File: config.mk
export PLATFORM = sky130hd
export DESIGN_NAME = regdst_pipe
export DESIGN_NICKNAME = d
export VERILOG_FILES = /design/src/rtl/regdst_pipe.sv
export SDC_FILE = /design/constraint.sdc
export NUM_CORES = 1
export LEC_CHECK = 0
export ABC_CLOCK_PERIOD_IN_PS = 1600
export CAP_MARGIN = 20
export CELL_PAD_IN_SITES_DETAIL_PLACEMENT = 0
export CELL_PAD_IN_SITES_GLOBAL_PLACEMENT = 1
export CORE_MARGIN = 3
export CORE_UTILIZATION = 34
export DETAILED_ROUTE_END_ITERATION = 8
export GPL_TIMING_DRIVEN = 0
export PLACE_DENSITY = 0.85
export SLEW_MARGIN = 20
export SYNTH_ARGS = -nofsm -noshare
export SYNTH_HDL_FRONTEND = slang
export SYNTH_SLANG_ARGS = --single-unit
File: constraint.sdc
create_clock -name clk -period 1.6 [get_ports clk]
set_input_delay 0.16 -clock clk [delete_from_list [all_inputs] [get_ports clk]]
set_output_delay 0.16 -clock clk [all_outputs]
set_load 0.01 [all_outputs]
File: src/rtl/regdst_pipe.sv
// regdst_pipe
//   Selects a destination register index from NUM_SRC packed candidate
//   fields and carries it through a DEPTH-stage shift pipeline to the
//   write-back point. Every in-flight destination is visible to two
//   combinational RAW-hazard comparators used by the control unit.
//
// Ports
//   clk        rising-edge clock
//   reset      asynchronous, active-low reset
//   sel        candidate select
//   data_in    packed candidates, candidate i = data_in[i*DATA_W +: DATA_W]
//   in_valid   a destination is offered this cycle
//   stall      holds every stage (offered entry is dropped)
//   flush      invalidates every in-flight entry
//   query_a/b  source indices checked against in-flight destinations
//   dst_out    destination index at the tail stage
//   dst_valid  tail stage holds a valid write
//   hazard_a/b query matches a valid in-flight destination (0 for index 0)
//   occupancy  number of valid stages
//   sel_err    one-cycle pulse: out-of-range select offered with in_valid
module regdst_pipe #(
  parameter int NUM_SRC     = 4,
  parameter int SEL_W       = 2,
  parameter int DATA_W      = 5,
  parameter int DEPTH       = 3,
  parameter int ZERO_SQUASH = 1
) (
  input  logic                         clk,
  input  logic                         reset,
  input  logic [SEL_W-1:0]             sel,
  input  logic [NUM_SRC*DATA_W-1:0]    data_in,
  input  logic                         in_valid,
  input  logic                         stall,
  input  logic                         flush,
  input  logic [DATA_W-1:0]            query_a,
  input  logic [DATA_W-1:0]            query_b,
  output logic [DATA_W-1:0]            dst_out,
  output logic                         dst_valid,
  output logic                         hazard_a,
  output logic                         hazard_b,
  output logic [$clog2(DEPTH+1)-1:0]   occupancy,
  output logic                         sel_err
);

  localparam int OCC_W = $clog2(DEPTH+1);

  logic [DEPTH-1:0]  vld_p;
  logic [DATA_W-1:0] idx_p [DEPTH];

  logic [DATA_W-1:0] selected_p0;
  logic              sel_ok_p0;
  logic              entry_vld_p0;
  logic              sel_bad_p0;
  logic [DEPTH-1:0]  vld_nxt;

  // Number of set bits in a stage-valid vector.
  function automatic logic [OCC_W-1:0] popcount(input logic [DEPTH-1:0] vec);
    logic [OCC_W-1:0] n;
    n = '0;
    for (int i = 0; i < DEPTH; i++) begin
      n = n + OCC_W'(vec[i]);
    end
    return n;
  endfunction

  // Any valid stage holding index q; index 0 is never a real dependency.
  function automatic logic stage_hit(input logic [DATA_W-1:0] q,
                                     input logic [DEPTH-1:0]  v,
                                     input logic [DATA_W-1:0] ix [DEPTH]);
    logic h;
    h = 1'b0;
    for (int i = 0; i < DEPTH; i++) begin
      if (v[i] && (ix[i] == q)) h = 1'b1;
    end
    if (q == '0) h = 1'b0;
    return h;
  endfunction

  // ---- stage 0 entry: candidate select and validity ----
  always_comb begin
    selected_p0 = '0;
    sel_ok_p0   = 1'b0;
    for (int i = 0; i < NUM_SRC; i++) begin
      if (sel == SEL_W'(i)) begin
        selected_p0 = data_in[i*DATA_W +: DATA_W];
        sel_ok_p0   = 1'b1;
      end
    end
  end

  // Out-of-range selects are reported but never enter the pipeline; when
  // NUM_SRC fills the selector space sel_ok_p0 is always 1 and this folds away.
  assign sel_bad_p0   = in_valid && !sel_ok_p0;
  assign entry_vld_p0 = in_valid && sel_ok_p0 &&
                        !((ZERO_SQUASH != 0) && (selected_p0 == '0));

  // Valid vector after a shift, used for both the stage update and occupancy
  // so the count always matches the registered stages.
  always_comb begin
    vld_nxt    = '0;
    vld_nxt[0] = entry_vld_p0;
    for (int i = 1; i < DEPTH; i++) begin
      vld_nxt[i] = vld_p[i-1];
    end
  end

  // ---- stages 0..DEPTH-1: shift register toward write-back ----
  always_ff @(posedge clk or negedge reset) begin
    if (!reset) begin
      vld_p     <= '0;
      for (int i = 0; i < DEPTH; i++) idx_p[i] <= '0;
      occupancy <= '0;
      sel_err   <= 1'b0;
    end else if (flush) begin
      vld_p     <= '0;
      occupancy <= '0;
      sel_err   <= 1'b0;
    end else begin
      // Error flag is sampled even on stalled edges.
      sel_err <= sel_bad_p0;
      if (!stall) begin
        vld_p    <= vld_nxt;
        idx_p[0] <= selected_p0;
        for (int i = 1; i < DEPTH; i++) idx_p[i] <= idx_p[i-1];
        occupancy <= popcount(vld_nxt);
      end
    end
  end

  // ---- tail: write-back view and hazard comparators ----
  assign dst_out   = idx_p[DEPTH-1];
  assign dst_valid = vld_p[DEPTH-1];

  // Tail stage is included: its write lands only at the edge that retires it.
  always_comb begin
    hazard_a = stage_hit(query_a, vld_p, idx_p);
    hazard_b = stage_hit(query_b, vld_p, idx_p);
  end

endmodule

# --- Word-level counts from Yosys, hierarchy flattened ---
# Cells that the tools add are included.
totals:
  register_bits: 21
  input_bits: 37
  output_inout_bits: 11
op_classes:
  addsub: 2
  n_eq_ne: 10
  muxes: 21
  bitwise_logic: 2
  n_reduce_logical: 16
ops:
  columns: ["operator", "count"]
  rows:
  - ["== test 5 bit", 6]
  - ["two-way mux 5 bit", 4]
  - ["zero test 5 bit", 3]
  - ["two-way mux 1 bit", 13]
  - ["logical AND 1 bit", 9]
  - ["two-way mux 3 bit", 2]
  - ["== test 2 bit (second input constant)", 2]
  - ["two-way mux 2 bit", 2]
  - ["adder 1 x 1 -> 2 bit", 1]
  - ["adder 2 x 1 -> 2 bit", 1]
  - ["== test 2 x 1 -> 1 bit (second input constant)", 1]
  - ["zero test 1 bit", 2]
  - ["zero test 2 bit", 1]
  - ["!= test 2 x 1 -> 1 bit (second input constant)", 1]
  - ["inverter 1 bit", 2]
  - ["AND reduction 2 bit", 1]

# --- Longest topological paths before layout ---
# Gate-level depths: netlist (run 1).
logic_depth:
  depth_word: 12
  mapped_depth: 9
  ltp_nobuf: 8

# --- Least setup slack after synthesis (run 1) ---
# Ideal clock, no wire load.
synth_timing:
  path_kind: "input-to-reg"
  from: "input sel[0]"
  to: "register occupancy[0]"
  t_arrival_ns: 1.695
  required_time_ns: 1.529
  setup_slack_ns: -0.166
  stages: 9
  cell_sequence: "buf_6 mux4_2 nor3_2 nand2_1 nand2_1 fa_1 nor2_1 a21oi_1 nor2_1"
synth_via:
  elab_chain_cells: 12
  word_cells_on_any_way: 20
synth_lines:
  columns: ["element", "line_no", "text"]
  rows:
  - ["start, declared", "30", "input logic [SEL_W-1:0] sel,"]
  - ["zero test 2 bit", "84", "if (sel == SEL_W'(i)) begin"]
  - ["two-way mux 5 bit (4 in series)", "84", null]
  - ["zero test 5 bit", "95", "!((ZERO_SQUASH != 0) && (selected_p0 == '0));"]
  - ["zero test 1 bit", "95", null]
  - ["logical AND 1 bit (*)", "94", "assign entry_vld_p0 = in_valid && sel_ok_p0 &&"]
  - ["adder 1 x 1 -> 2 bit (*)", "61", "n = n + OCC_W'(vec[i]);"]
  - ["adder 2 x 1 -> 2 bit (*)", "61", null]
  - ["two-way mux 2 bit (*)", "121", "if (!stall) begin"]
  - ["two-way mux 2 bit (*)", "114", "end else if (flush) begin"]
  - ["end signal, assigned", "125", "occupancy <= popcount(vld_nxt);"]
  - ["end, declared", "41", "output logic [$clog2(DEPTH+1)-1:0] occupancy,"]
# Mark *: on every way between the ends. The rest lies on a longest branch, timed or not. The select of a mux whose other input is x is not followed.
# A chain may end at the register's enable or synchronous reset.

# --- Worst setup path after layout (run 1) ---
layout_timing:
  from: "register idx_p[12] (netlist name)"
  to: "output hazard_a"
layout_via:
  elab_chain_cells: 6
layout_lines:
  columns: ["element", "line_no", "text"]
  rows:
  - ["start, declared", "48", "logic [DATA_W-1:0] idx_p [DEPTH];"]
  - ["== test 5 bit", "73", "if (v[i] && (ix[i] == q)) h = 1'b1;"]
  - ["logical AND 1 bit", "73", null]
  - ["two-way mux 1 bit (3 in series)", "73", null]
  - ["two-way mux 1 bit", "75", "if (q == '0) h = 1'b0;"]
  - ["end, declared", "39", "output logic hazard_a,"]
# No other way between the ends.

==> run summary, run 1 <==
Outcome = finished, violations left
Failing checks = negative setup slack
IO Count = 48
Pwr Density = 1011 mW/mm2
Share of layout cells above drive strength 1 = 0.3446
RSZ-0062 raised after global routing = true
Clock transition at path regs = 0.08 ns
Post-Syn Instances = 119
Largest net degree at the start of global routing = 22
Syn Nets = 157
Latest clock arrival within the worst-skew pair = 0.26 ns
DRT antenna net count = 0
Hold crit path type = in -> reg
Switching portion of total power = 0.3150
H-tree lvl count = 1
CP Launch Type = flop
Commonest non-fill, non-tap cell in the layout = dfrtp_1
Flop2flop setup slack = 0.25 ns
GRT Util Overall = 0.1389
Die height = 69.31 um
Setup Skew = 0.0006767 ns
Vias in the first global route = 1193
Core area = 0.003771 mm2
Seq/Total Area, Yosys = 0.3857
Ant. Diodes = 0
FP Rows = 22
Drt wl/cell = 14.41 um
Drt pass-1 iters = 4
Clk buf depth = 2
Final setup margin = -0.1520 ns
Critical path data arrival time = 1.59 ns
DP Wirelength = 2476 um
Starting Density = 0.3613
Final setup TNS = -0.2855 ns
Drt drc = 0
Combinational power share = 0.414
Post-route cell area = 0.001947 mm2
Psw = 0.6199 mW
Max_cap viols = 0
Mapped Area = 0.001363 mm2
Worst EP required = 1.44 ns
Average size of a mapped cell = 11.45 um2
Clock share of power = 0.180
Setup CP Type = reg -> out
Fillers = 337
Root buf cell = clkbuf_8
Fin crit period = 1.752 ns
Vias = 1113
First-pass GRT wire length = 5340 um
Iteration-0 DRC Markers = 21
Area delta synth->final = 42.88%
CTS Sinks = 21
Die Area = 0.004803 mm2
Port Buf Inserts = 45
Horiz. Die Dim = 69.31 um
TritonCTS clock tree = done
Number of buffers created by CTS = 3
Yosys cell types = 24
Total placed instance area = 0.001869 mm2
Crit share post-route = 1.095
Layout Nets = 216
Crit path capture type = primary output
Total gr overflow = 0
Reg power frac = 0.405
Initial antenna violation count = 0
Fmax = 570.8 MHz
Worst-path fanout max = 4
Pleak = 0.8342 nW
Internal power = 1.348 mW
Synth Register Bits = 21
Vias/cell = 4.947
Worst vdd ir = 322.9 uV
Ys Warns = 0
# setup viols final = 2
Most used cells in the layout excluding fill and tap cells = 21 x dfrtp_1, 18 x xor2_1, 16 x clkdlybuf4s50_1
Total Wirelength = 3243 um
Fin. Hold Viols = 0
Gpl congestion = 0.7518
Count of final max-slew check failures = 0
repair_timing:
item / 4_1_cts / 5_1_grt
buffers inserted: 6 / 2
hold buffers: 0 / 1
gates resized for setup: 68 / 9
setup endpoints to repair: 14 / 4
hold endpoints to repair: 0 / 21
pin swaps: 16 / 9
stage by stage:
stage,power [mW],util,hold slack (ns),worst slack [ns],instances
6_report,1.968,0.5163,0.2267,-0.1520,225
5_1_grt,2.086,0.5163,0.2407,-0.2460,225
4_1_cts,1.959,0.5116,0.2254,-0.1897,222
3_5_place_dp,1.538,0.4957,0.5062,-0.7259,212
3_3_place_gp,1.520,0.4957,0.4970,-0.7146,212
2_1_floorplan,1.223,-,-0.1356,-0.1455,119
worst max-delay path: stages (launching register included):
cell and delay, ns:
dfrtp_1 0.43, xor2_1 0.16, nor4_1 0.31, nand3_1 0.13, a21oi_2 0.16, buf_2 0.14
kinds of logic (layout without fill, tap and decap cells):
kind of cell    Yosys count  count (layout)  synth area share
compound gates            7               7           0.02754
xor+xnor                 30              30            0.1928
fa+ha+maj                 1               1           0.01469
buf+inv                  10              68           0.05050
flops                    21              21            0.3857
mux                      22              22            0.2241
other cells               1               1          0.002752
simple gates             27              27            0.1019
flip-flops by register name (all words and copies together) (netlist names):
| register | cells |
|---|---|
| vld_p | 3 |
| occupancy | 2 |
| idx_p | 10 |
| sel_err | 1 |
| dst_out | 5 |
layout make-up:
| type | count | area, um2 | area share |
|---|---|---|---|
| Buffer | 8 | 70.07 | 0.03599 |
| Clock buffer | 4 | 45.04 | 0.02314 |
| Inverter | 2 | 7.507 | 0.003856 |
| Multi-Input combinational cell | 88 | 788.3 | 0.4049 |
| Sequential cell | 21 | 525.5 | 0.2699 |
| Tap cell | 48 | 60.06 | 0.03085 |
| Timing Repair Buffer | 54 | 450.4 | 0.2314 |
power by group through the flow:
stage                     sequential (mW)  clock (mW)  combinational, mW
after floorplan                     0.778           0              0.445
after global placement              0.831           0              0.688
after detailed placement            0.835           0              0.704
after CTS                           0.797       0.358              0.805
after global routing                0.816       0.380              0.891
final                               0.798       0.355              0.815
cell usage after synthesis, drive strengths merged:
library cell	count	area [um2]
a21oi	5	25.02
a31oi	2	12.51
buf	8	61.30
conb	1	3.750
dfrtp	21	525.5
fa	1	20.02
inv	2	7.510
mux2	15	168.9
mux2i	2	20.02
mux4	5	116.4
nand2	3	11.26
nand3	2	10.01
nand3b	1	7.510
nand4	2	12.51
nor2	10	37.54
nor3	3	20.02
nor4	4	25.02
or4	2	15.01
xnor2	12	105.1
xor2	18	157.7
routing by layer:
| metal | wire length (um) | global-route usage | vias up | share of wire |
|---|---|---|---|---|
| met2 | 1669 | 0.2458 | 37 | 0.51 |
| met4 | 74 | 0.06508 | 0 | 0.023 |
| met3 | 144 | 0.01739 | 5 | 0.044 |
| met1 | 1355 | 0.1658 | 543 | 0.42 |
| met5 | 0 | 0 | - | 0 |
| li1 | - | - | 528 | - |
path summary, 6_finish.rpt:
check | to | from | cells after the start
setup / recovery | hazard_a | idx_p[12] | 5
hold / removal | vld_p[0] | stall | 3
setup reg to reg | occupancy[0] | vld_p[0] | 5
hold reg to reg | occupancy[1] | occupancy[1] | 2
max in group asynchronous | idx_p[6] | reset | 2
min in group asynchronous | occupancy[0] | reset | 2
Power figures use the tool's default switching activity.
==> inputs of run 2 (changes only) <==
- CORE_MARGIN: 3 -> 4
==> run 2 against run 1 <==
Against the previous run: the run still ends with negative setup slack left; flip-flop and latch count unchanged; non-clock buffer count increased by 5; die area grew 5.9%; total power up 4.5%; global-route usage shrank 0.61 points; design area up 3.9%; count of clock-buffer cells in the layout did not move; setup slack lost 0.017 ns; first-iteration DRC count fell by 19%.
==> run summary, run 2 (synthesis gave the netlist of run 1 again) <==
Drt wl/cell = 14.77 um (+2.5%)
CP Launch Type = flop
IO Count = 48 (unchanged)
Area delta synth->final = 48.48%
Core area = 0.003771 mm2 (unchanged)
Max_cap viols = 0 (unchanged)
Latest clock arrival within the worst-skew pair = 0.25 ns (about the same)
CTS Sinks = 21 (unchanged)
Pwr Density = 1016 mW/mm2 (+0.54%)
Outcome = finished, violations left
Final setup margin = -0.1690 ns (-0.01703 ns)
Largest register FFs = 10 (unchanged)
Total gr overflow = 0 (unchanged)
H-tree lvl count = 1 (unchanged)
Worst EP required = 1.44 ns (about the same)
DRT antenna net count = 0 (unchanged)
Setup Skew = 0.002242 ns (+0.001565 ns)
Starting Density = 0.3613 (unchanged)
Total Wirelength = 3398 um (+4.8%)
Fin. Hold Viols = 0 (unchanged)
Drt pass-1 iters = 4 (unchanged)
Commonest non-fill, non-tap cell in the layout = dfrtp_1
Placed Cells = 212 (unchanged)
Worst-path fanout max = 2 (-2)
Iteration-0 DRC Markers = 17 (-19%)
Failing checks = negative setup slack
Clk buf depth = 2 (unchanged)
Gpl congestion = 0.7556 (+0.51%)
Pleak = 0.8935 nW (+7.1%)
Share of layout cells above drive strength 1 = 0.3901 (+0.04548)
Drt drc = 0 (unchanged)
Vias in the first global route = 1189 (-0.34%)
Crit path capture type = primary output
Fin crit period = 1.769 ns (+0.01703 ns)
Clock transition at path regs = 0.07 ns (about the same)
DP Wirelength = 2611 um (+5.5%)
Hold buffers post-CTS = 0 (unchanged)
Vias/cell = 4.830 (-2.3%)
Die height = 71.31 um (+2.9%)
Most used cells in the layout excluding fill and tap cells = 20 x dfrtp_1, 17 x xor2_1, 17 x buf_4
# setup viols final = 2 (unchanged)
Fmax = 565.3 MHz (-0.96%)
Fillers = 327 (-3.0%)
RSZ-0062 raised after global routing = true
Crit share post-route = 1.106 (+0.01064)
Number of buffers created by CTS = 3 (unchanged)
Non-filler cells, final = 230 (+2.2%)
Ant. Diodes = 0 (unchanged)
Horiz. Die Dim = 71.31 um (+2.9%)
Hold crit path type = in -> reg
Initial antenna violation count = 0 (unchanged)
Largest net degree at the start of global routing = 22 (unchanged)
Worst vdd ir = 311.4 uV (-3.5%)
Die Area = 0.005084 mm2 (+5.9%)
Root buf cell = clkbuf_8
Slew HR = 0.3726
TritonCTS clock tree = done
Setup CP Type = reg -> out
First-pass GRT wire length = 5382 um (+0.79%)
Slew @ Worst Pin = 0.9381 ns
Vias = 1111 (-0.18%)
FP Rows = 22 (unchanged)
Pre-CTS setup slack = -0.7592 ns (-0.03325 ns)
GRT Util Overall = 0.1328 (-0.006131)
Layout Nets = 221 (+2.3%)
Critical path data arrival time = 1.61 ns (+0.02 ns)
Reg with most FFs = idx_p
Port Buf Inserts = 45 (unchanged)
Count of final max-slew check failures = 0 (unchanged)
==> run 2: layer usage <==
metal,wire [um],GRT usage,vias to the layer above
met5,0,0,-
met4,27,0.03758,0
met3,188,0.02384,2
met2,1767,0.2327,35
met1,1414,0.1665,533
li1,-,-,541
==> run 2: area by class of cell <==
class                      instances  area [um2]  area share
multi-input combinational         88       817.0      0.4038
sequential                        21       526.8      0.2604
timing repair buffer              59       496.7      0.2455
buffer                             8       70.07     0.03463
tap                               48       60.06     0.02968
clock buffer                       4       45.04     0.02226
inverter                           2       7.507    0.003711
==> run 2: path summary, 6_finish.rpt <==
path / from / endpoint / slack [ns] / cells past startpoint
max: idx_p[9] / hazard_a / -0.17 / 7
min: stall / vld_p[0] / 0.25 / 3
max reg2reg: vld_p[0] / occupancy[0] / 0.23 / 5
min reg2reg: occupancy[0] / occupancy[0] / 0.53 / 2
max in group asynchronous: reset / dst_out[4] / 0.53 / 1
min in group asynchronous: reset / occupancy[1] / 0.43 / 1
==> run 2: repair_timing <==
action                     4_1_cts  5_1_grt
hold endpoints to repair         0        0
setup endpoints to repair        5        4
buffers inserted                 9        5
gates resized for setup         75       16
pin swaps                       14       15
==> run 2: power by group <==
| part | total (mW) | internal (mW) | switching (mW) |
|---|---|---|---|
| logic | 0.932 | 0.591 | 0.341 |
| registers | 0.791 | 0.649 | 0.142 |
| clock network | 0.334 | 0.177 | 0.157 |
| total | 2.06 | 1.42 | 0.640 |
==> run 2: metrics by stage <==
step / total power [mW] / instance area [um2] / utilization / hold slack [ns] / setup TNS (ns)
detailed placement: 1.548 / 1869 / 0.4957 / 0.5069 / -5.595
finish: 2.057 / 2023 / 0.5365 / 0.2505 / -0.3132
global route: 2.198 / 2023 / 0.5365 / 0.2607 / -0.5708
CTS: 1.967 / 1949 / 0.5169 / 0.2402 / -0.2505
floorplan: 1.223 / 1359 / - / -0.1356 / -0.1455
global placement: 1.521 / 1869 / 0.4957 / 0.4972 / -5.224
==> run 2: critical path: stages (launching register included) <==
cell	delay [ns]
dfrtp_1	0.40
buf_6	0.13
xnor2_2	0.12
nand4_1	0.15
nor3_2	0.19
a31oi_1	0.07
a21oi_1	0.16
buf_2	0.15
==> inputs of run 3 (changes only) <==
--- a/config.mk
+++ b/config.mk
@@ -8,3 +8,2 @@
 export ABC_CLOCK_PERIOD_IN_PS = 1600
-export CAP_MARGIN = 20
 export CELL_PAD_IN_SITES_DETAIL_PLACEMENT = 0
@@ -13,2 +12,3 @@
 export CORE_UTILIZATION = 34
+export CTS_CLUSTER_SIZE = 25
 export DETAILED_ROUTE_END_ITERATION = 8
==> constraint.sdc (replaced) <==
create_clock -name clk -period 1.6 [get_ports clk]
set_input_delay 0.32 -clock clk [delete_from_list [all_inputs] [get_ports clk]]
set_output_delay 0.32 -clock clk [all_outputs]
set_load 0.01 [all_outputs]
==> run 3 against run 2 <==
Against the previous run: the flow still finishes with violations (negative setup slack); die area did not move; design area fell by 0.87%; combinational power fell by 6.5%; via count fell by 0.18%; sequential power fell by 2%; count of clock-buffer cells in the layout did not move; core utilization fell by 0.46 points; wire length fell by 2.8%; sequential share of layout area rose by 0.29 points; flip-flop and latch count did not move; hold slack improved by 0.16 ns; largest cell class unchanged; highest routed layer unchanged.
==> run summary, run 3 (synthesis gave the netlist of run 1 again) <==
Outcome = finished, violations left
Failing checks = negative setup slack
Hold buffers post-CTS = 0 (unchanged)
FP Rows = 22 (unchanged)
RSZ-0062 raised after global routing = true
Fillers = 345 (+5.5%)
Setup Skew = 0.001234 ns (-0.001008 ns)
Final setup margin = -0.3903 ns (-0.2212 ns)
Critical path data arrival time = 1.67 ns (+0.06 ns)
Gpl congestion = 0.7416 (-1.9%)
Pwr Density = 995.3 mW/mm2 (-2.1%)
Core area = 0.003771 mm2 (unchanged)
Setup CP Type = reg -> out
Die height = 71.31 um (unchanged)
Reg with most FFs = idx_p
Largest net degree at the start of global routing = 22 (unchanged)
Top cell family by delay on the critical path = simple AND/OR/NAND/NOR gates
Crit-path cells = buf_4 -> xor2_1 -> nor4_1 -> nand3_1 -> a21oi_2 -> buf_2
CP Launch Type = flop
Fin crit period = 1.990 ns (+0.2212 ns)
Max_cap viols = 0 (unchanged)
Drt wl/cell = 14.36 um (-2.8%)
Clock transition at path regs = 0.07 ns (about the same)
Ant. Diodes = 0 (unchanged)
Vias in the first global route = 1204 (+1.3%)
Total gr overflow = 0 (unchanged)
Clk buf depth = 2 (unchanged)
Latest clock arrival within the worst-skew pair = 0.26 ns (about the same)
Horiz. Die Dim = 71.31 um (unchanged)
Fin. Hold Viols = 0 (unchanged)
Post-route cell area = 0.002006 mm2 (-0.87%)
Hold crit path type = in -> reg
Root buf cell = clkbuf_8
Initial antenna violation count = 0 (unchanged)
Number of buffers created by CTS = 3 (unchanged)
Placed Cells = 212 (unchanged)
Most used cells in the layout excluding fill and tap cells = 19 x dfrtp_1, 18 x xor2_1, 17 x buf_4
Layout Nets = 221 (unchanged)
Core Util, Final = 0.5319 (-0.004645)
Worst EP required = 1.28 ns (-0.16 ns)
Worst vdd ir = 332.5 uV (+6.8%)
Largest register FFs = 10 (unchanged)
Worst-path fanout max = 2 (unchanged)
Area delta synth->final = 47.20%
First-pass GRT wire length = 5451 um (+1.3%)
Non-filler cells, final = 230 (unchanged)
TritonCTS clock tree = done
Hold_ws = 0.4085 ns (+0.1581 ns)
DRT antenna net count = 0 (unchanged)
Slew @ Worst Pin = 0.9364 ns (-0.001738 ns)
Slew HR = 0.3738 (+0.001162)
Commonest non-fill, non-tap cell in the layout = dfrtp_1
Share of layout cells above drive strength 1 = 0.3681 (-0.02198)
Slowest CP cell = dfrtp_1
Total placed instance area = 0.001869 mm2 (unchanged)
Total Wirelength = 3303 um (-2.8%)
GRT Util Overall = 0.1352 (+0.002424)
Fmax = 502.4 MHz (-11%)
Iteration-0 DRC Markers = 23 (+6)
# setup viols final = 3 (+1)
Crit path capture type = primary output
Die Area = 0.005084 mm2 (unchanged)
Largest stage delay on the critical path = 0.39 ns (about the same)
WP buf/inv = 2 (unchanged)
Drt pass-1 iters = 3 (-1)
H-tree lvl count = 1 (unchanged)
Vias/cell = 4.822 (-0.18%)
Starting Density = 0.3613 (unchanged)
CTS Sinks = 21 (unchanged)
Crit share post-route = 1.244 (+0.1383)
Drt drc = 0 (unchanged)
Final Power = 1.996 mW (-2.9%)
Count of final max-slew check failures = 0 (unchanged)
DP Wirelength = 2505 um (-4.1%)
Port Buf Inserts = 45 (unchanged)
Vias = 1109 (-0.18%)
IO Count = 48 (unchanged)
Pleak = 0.8841 nW (-1.0%)
[run 3: path summary, 6_finish.rpt]
| path | slack [ns] | startpoint | to | cells past startpoint |
|---|---|---|---|---|
| worst min-delay path | 0.41 | stall | vld_p[0] | 3 |
| max in group asynchronous | 0.39 | reset | dst_out[4] | 1 |
| worst min register to register | 0.53 | occupancy[0] | occupancy[0] | 2 |
| worst max-delay path | -0.39 | idx_p[11] | hazard_a | 6 |
| worst max register to register | 0.24 | vld_p[0] | occupancy[0] | 5 |
| min in group asynchronous | 0.58 | reset | occupancy[1] | 1 |
[run 3: where the power goes]
part           internal, mW  switching, mW  total [mW]
sequential            0.649          0.128       0.777
combinational         0.547          0.324       0.871
clock                 0.177          0.171       0.348
total                  1.37          0.623        2.00
[run 3: layer usage]
metal  up-vias  GRT usage  wire length (um)
li1        540          -                 -
met1       525     0.1554              1364
met2        39     0.2469              1682
met3         5    0.02525               202
met4         0    0.05010                53
met5         -          0                 0
[run 3: metrics by stage]
step	setup TNS [ns]	worst slack [ns]
finish	-0.7913	-0.3903
global route	-1.078	-0.4369
CTS	-0.8850	-0.3959
detailed placement	-8.778	-0.9264
global placement	-8.740	-0.8988
floorplan	-0.3919	-0.3055
[run 3: what timing repair did]
action | in CTS | in global routing
gates resized for setup | 83 | 8
endpoints found under the setup margin | 20 | 6
pin swaps | 16 | 12
setup buffers | 13 | 1
[run 3: final cells by class]
class	count	area [um2]	area share
multi-input cells	88	803.3	0.4005
flip-flops and latches	21	528.0	0.2633
repair buffers	59	491.7	0.2452
plain buffers	8	70.07	0.03493
well taps	48	60.06	0.02994
clock buffers	4	45.04	0.02246
inverters	2	7.507	0.003743
[run 3: worst register-to-register path, delay by kind of cell, from the launching register on]
family / cells / cell delay [ns]
DFF: 1 / 0.40
adders and majority gates: 1 / 0.54
and+or+nand+nor: 2 / 0.09
AOI/OAI and AO/OA: 1 / 0.11
buffers and inverters: 1 / 0.10
